### config.mk
export PLATFORM = sky130hd
export DESIGN_NAME = ucitavac_uzorka
export DESIGN_NICKNAME = d
export VERILOG_FILES = /design/src/rtl/nn_pkg.sv /design/src/rtl/ucitavac_uzorka_brojac_znacajki.sv /design/src/rtl/ucitavac_uzorka.sv
export SDC_FILE = /design/constraint.sdc
export NUM_CORES = 2
export LEC_CHECK = 0
export ABC_AREA = 1
export CAP_MARGIN = 40
export CORE_MARGIN = 2
export CORE_UTILIZATION = 40
export CTS_CLUSTER_DIAMETER = 30
export CTS_CLUSTER_SIZE = 8
export DETAILED_ROUTE_END_ITERATION = 10
export GPL_TIMING_DRIVEN = 0
export RECOVER_POWER = 25
export SLEW_MARGIN = 40
export SYNTH_ARGS = -nofsm -noshare
export SYNTH_HDL_FRONTEND = slang
export SYNTH_HIERARCHICAL = 1
export SYNTH_SLANG_ARGS = --single-unit
### constraint.sdc
create_clock -name clk -period 4.55 [get_ports clk]
set_clock_uncertainty 0.1 [all_clocks]
set_input_delay 0.91 -clock clk [delete_from_list [all_inputs] [get_ports clk]]
set_output_delay 0.91 -clock clk [all_outputs]
set_load 0.1 [all_outputs]
### src/rtl/nn_pkg.sv
// nn_pkg: shared sizes, FSM state encoding and feature word type for the Neural_net datapath
package nn_pkg;
  localparam int N_ZNACAJKI = 60;
  localparam int SIRINA = 16;
  localparam int UZORAK_W = N_ZNACAJKI * SIRINA;
  localparam int CNT_W = $clog2(N_ZNACAJKI);
  typedef enum logic [1:0] {PRAZNO, PUNO, ZASTOJ} stanje_e;
  typedef logic signed [SIRINA-1:0] znacajka_t;
endpackage

### src/rtl/ucitavac_uzorka_brojac_znacajki.sv
// brojac_znacajki: beat counter with frame-length check; ports: clk, rst_n, beat_i (accepted beat), last_i, odbaci_i (flush), cnt_o (beats in frame), gotovo_o (frame complete strobe), greska_o (length error strobe)
module brojac_znacajki
  import nn_pkg::*;
(
  input  logic             clk,
  input  logic             rst_n,
  input  logic             beat_i,
  input  logic             last_i,
  input  logic             odbaci_i,
  output logic [CNT_W-1:0] cnt_o,
  output logic             gotovo_o,
  output logic             greska_o
);
  logic [CNT_W-1:0] cnt_q, cnt_d;
  logic             zadnji;
  assign zadnji = cnt_q == CNT_W'(N_ZNACAJKI - 1);
  assign gotovo_o = beat_i && zadnji && last_i;
  // last too early, or the final slot filled without last
  assign greska_o = beat_i && (last_i != zadnji);
  assign cnt_o = cnt_q;
  always_comb cnt_d = (odbaci_i || gotovo_o || greska_o) ? '0 : cnt_q + CNT_W'(beat_i);
  always_ff @(posedge clk or negedge rst_n)
    if (!rst_n) cnt_q <= '0;
    else cnt_q <= cnt_d;
endmodule

### src/rtl/ucitavac_uzorka.sv
// ucitavac_uzorka: packs 60 streamed features into a double-buffered 960-bit sample; ports: feature stream in (znacajka_data/valid/last/ready), odbaci flush, sample out (uzorak/uzorak_valid/uzorak_ack), greska_duljine error pulse, broj_primljenih debug count
module ucitavac_uzorka
  import nn_pkg::*;
(
  input  logic                clk,
  input  logic                rst_n,
  input  logic [SIRINA-1:0]   znacajka_data,
  input  logic                znacajka_valid,
  input  logic                znacajka_last,
  output logic                znacajka_ready,
  input  logic                odbaci,
  output logic [UZORAK_W-1:0] uzorak,
  output logic                uzorak_valid,
  input  logic                uzorak_ack,
  output logic                greska_duljine,
  output logic [CNT_W-1:0]    broj_primljenih
);
  stanje_e             state_q;
  logic [UZORAK_W-1:0] buf_q, buf_d, uzorak_q;
  logic                greska_q, beat, gotovo, greska;
  assign znacajka_ready = (state_q != ZASTOJ) && !odbaci && rst_n;
  assign beat = znacajka_valid && znacajka_ready;
  assign uzorak = uzorak_q;
  assign uzorak_valid = state_q != PRAZNO;
  assign greska_duljine = greska_q;
  brojac_znacajki u_brojac (
    .clk      (clk),
    .rst_n    (rst_n),
    .beat_i   (beat),
    .last_i   (znacajka_last),
    .odbaci_i (odbaci),
    .cnt_o    (broj_primljenih),
    .gotovo_o (gotovo),
    .greska_o (greska)
  );
  // buf_d includes the beat being accepted so the completing beat is copied out on the same edge
  always_comb begin
    buf_d = buf_q;
    for (int k = 0; k < N_ZNACAJKI; k++)
      if (beat && broj_primljenih == CNT_W'(k)) buf_d[(N_ZNACAJKI-1-k)*SIRINA +: SIRINA] = znacajka_data;
  end
  always_ff @(posedge clk or negedge rst_n)
    if (!rst_n) buf_q <= '0;
    else buf_q <= buf_d;
  always_ff @(posedge clk or negedge rst_n)
    if (!rst_n) begin
      state_q  <= PRAZNO;
      uzorak_q <= '0;
      greska_q <= 1'b0;
    end else begin
      greska_q <= greska;
      case (state_q)
        PRAZNO:
          if (gotovo) begin
            uzorak_q <= buf_d;
            state_q  <= PUNO;
          end
        PUNO:
          if (gotovo) begin
            if (uzorak_ack) uzorak_q <= buf_d;
            state_q <= uzorak_ack ? PUNO : ZASTOJ;
          end else if (uzorak_ack) state_q <= PRAZNO;
        ZASTOJ:
          if (uzorak_ack) begin
            uzorak_q <= buf_q;
            state_q  <= PUNO;
          end
        default: state_q <= PRAZNO;
      endcase
    end
endmodule

==> flow_summary.ini <==
[setup_path]
startpoint_kind_of_the_worst_setup_timing_path = flop
cp_slowest_cell = clkbuf_4
critical_path.reg2reg.startpoint = state_q[0]$_DFFE_PN0P_
worstPathCellList = inv_1 -> nand2_1 -> nand2_1 -> nor2_4 -> buf_6 -> buf_4 -> nor3b_1 -> inv_1 -> nor2_1 -> inv_1 -> nand2_1 -> nand2_2 -> inv_2 -> buf_6 -> clkbuf_4 -> buf_2 -> nand3_1 -> nand2_1
wp_data_arrival_ns = 4.96
worstSetupPathType = reg -> reg
critPathCaptureType = flop
path_max_fanout = 19
timing.critical_path.required_ns = 5.31
reg2reg_slack_ns = 0.35
timing.critical_path.buf_inv = 9
cpMostUsedCell = nand2_1
slowest_delay_ns = 0.39
ff2ff_path_depth = 18
r2r_end = uzorak[640]$_DFFE_PN0P_
cp_top_family = buffers and inverters

[cts]
clk_root_buffer_cell = clkbuf_16
cts_tree = done
cts_max_path_buffers = 4
clk_transition_reported_paths_ns = 0.05
tritoncts.num_buffers = 461
insertion_delay_ns = 1.03
cts.htree.levels = 5
cts.sinks = 1929

[floorplanning]
die_height_um = 454.1
boundaryPins = 991
die_x_um = 454.1
core_region_mm2 = 0.2017
rows = 165
initial_utilization = 0.4017
die_area_mm2 = 0.2062

[detailed_routing]
detail_route.iter0.violations = 6318
remaining_number_of_nets_flagged_by_the_antenna_check_after_routing = 0
vias_per_cell = 4.982
num_vias = 69728
drc = 0
drtPass1Iterations = 6
routedWlPerCell_um = 23.12
wl_mm = 323.6

[synth]
synth.yosys.seq_area_share = 0.5958
post_synth.cell_area_avg_um2 = 8.576
synth.ff_latch_count = 1929
synth_area_leaders = dfrtp_1, nand2_1, nand3_1
ys_types = 23
syn-instance-count = 9448
synthesis.nets = 9472
ys.warnings.count = 6
netlist.area_leader.share = 0.5958
synth_largest_area_cell = dfrtp_1
syn-cell-area_mm2 = 0.08102

[run]
drv.max_cap_violation_count = 5

[timing]
maxSlewHeadroom = -0.9823
max_freq_ghz = 0.2382
timing.final.hold_violations = 0
transition_at_the_pin_with_the_smallest_max_transition_slack_ns = 2.973
fin_crit_ns = 4.198
fin_crit_sh = 0.9226
timing.final.setup_violations = 0
grt_setup_unrepaired = no
slew_viol_final = 303

[final_layout]
layout_utilization = 0.5280
num-fill-cells = 18509
area_growth_pct = 31.44
drive_gt1_frac = 0.1875
num-nets-final = 10958

[placement]
globalplace.congestion = 0.8635
hpwl_mm = 228.5
place.port_buffers = 990

[status]
violations = capacitance limit, slew limit
status = finished, violations left

[min_path]
hold_path_depth = 2
hold_path_class = reg -> reg
min_delay_worst_endpoint = uzorak[903]$_DFFE_PN0P_
min_from = uzorak[903]$_DFFE_PN0P_

[global_route]
grt_pass1_wl_mm = 461.8
grt_pass1_vias = 68052
grt-ovfl-total = 0
antenna_found_initial = 18
grt_max_degree = 113
grt_util_all_layers = 0.3092
cells by family after synthesis:
group	Yosys count	share of synthesized area
AO/OA/AOI/OAI	1	0.00006171
adder cells (fa/ha/maj)	2	0.0003088
XOR/XNOR	3	0.0003244
buffers and inverters	1494	0.07212
AND/OR/NAND/NOR	6019	0.3314
flip-flops	1929	0.5958
per-stage QoR:
| step | cells | hold slack, ns | TNS, ns | instance area, um2 | worst slack [ns] |
|---|---|---|---|---|---|
| 6_report | 13996 | 0.3695 | 0 | 106500 | 0.3523 |
| 3_3_place_gp | 13110 | 0.3658 | - | 94270 | -86.61 |
| 5_1_grt | 13986 | 0.3851 | 0 | 106500 | 0.1041 |
| 3_5_place_dp | 13138 | 0.3596 | -1895.99 | 90300 | -2.555 |
| 2_1_floorplan | 9448 | 0.3619 | 0 | 81020 | 1.155 |
| 4_1_cts | 13983 | 0.3709 | 0 | 106700 | 0.1343 |
layout by cell type (no fill, tap or decap), drive strengths merged, types with 2 or more instances in the layout:
| cell | instances |
|---|---|
| nand3 | 1306 |
| clkdlybuf4s50 | 20 |
| and2 | 960 |
| clkinv | 131 |
| nand2 | 3633 |
| clkinvlp | 38 |
| bufinv | 75 |
| inv | 994 |
| clkbuf | 912 |
| ha | 2 |
| nor2 | 118 |
| xor2 | 2 |
| diode | 13 |
| dfrtp | 1929 |
| dlygate4sd3 | 3 |
| buf | 1184 |
worst min-delay path: stages (launching register included):
cell	delay [ns]
dfrtp_1	0.33
nand2_1	0.05
nand2_1	0.05
flip-flops by register name, summed over array words and instances, names as in the netlist:
name / flops
buf_q: 960
greska_duljine: 1
state_q: 2
u_brojac/cnt_o: 6
uzorak: 960
repair_timing:
item | CTS | global route
hold buffers | 5 | 0
cloned | 1 | 0
endpoints found under the setup margin | 961 | 23
buffers inserted | 0 | 0
gates resized for setup | 21 | 8
endpoints found under the hold margin | 75 | 0
worst max path at each step:
stage	cells after the start	end	slack, ns	start
2_1_floorplan	19	uzorak[859]$_DFFE_PN0P_	1.15	rst_n
3_3_place_gp	1	uzorak[792]$_DFFE_PN0P_	-86.61	rst_n
3_5_place_dp	21	uzorak[688]$_DFFE_PN0P_	-2.55	rst_n
4_1_cts	17	uzorak[304]$_DFFE_PN0P_	0.13	state_q[0]$_DFFE_PN0P_
5_1_grt	17	uzorak[350]$_DFFE_PN0P_	0.10	state_q[0]$_DFFE_PN0P_
6_report	18	uzorak[640]$_DFFE_PN0P_	0.35	state_q[0]$_DFFE_PN0P_
cell usage after synthesis:
master	n
nand2_1	3624
dfrtp_1	1929
nand3_1	1305
inv_1	985
and2_1	960
clkbuf_1	288
buf_2	170
nor2_1	59
nor2_2	52
buf_1	20
clkinv_1	17
inv_2	8
nand2_2	8
nor2_4	7
buf_4	6
ha_1	2
xor2_1	2
a21oi_1	1
nand2_4	1
nand3_2	1
nand4_1	1
nor3b_1	1
xnor2_1	1
metal layers:
metal  vias to the layer above  global-route usage  part of all wire
met5                         -                   0          0.000034
met4                         2              0.2168             0.081
met3                       778             0.06904             0.072
met2                      2771              0.4832              0.46
met1                     34238              0.3808              0.39
li1                      31939                   -                 -
final cells by class:
type,count,area (um2),share of cell area
Antenna cell,13,32.53,0.0003055
Buffer,483,2213,0.02078
Clock buffer,612,13010,0.1222
Clock inverter,228,3258,0.03059
Inverter,1010,3810,0.03578
Multi-Input combinational cell,6025,26820,0.2518
Sequential cell,1929,48270,0.4533
Tap cell,2672,3343,0.03139
Timing Repair Buffer,1024,5734,0.05385
Power is left out: the tool's default activity adds up to more than one toggle a clock period on the data nets, which glitch-free logic cannot reach.
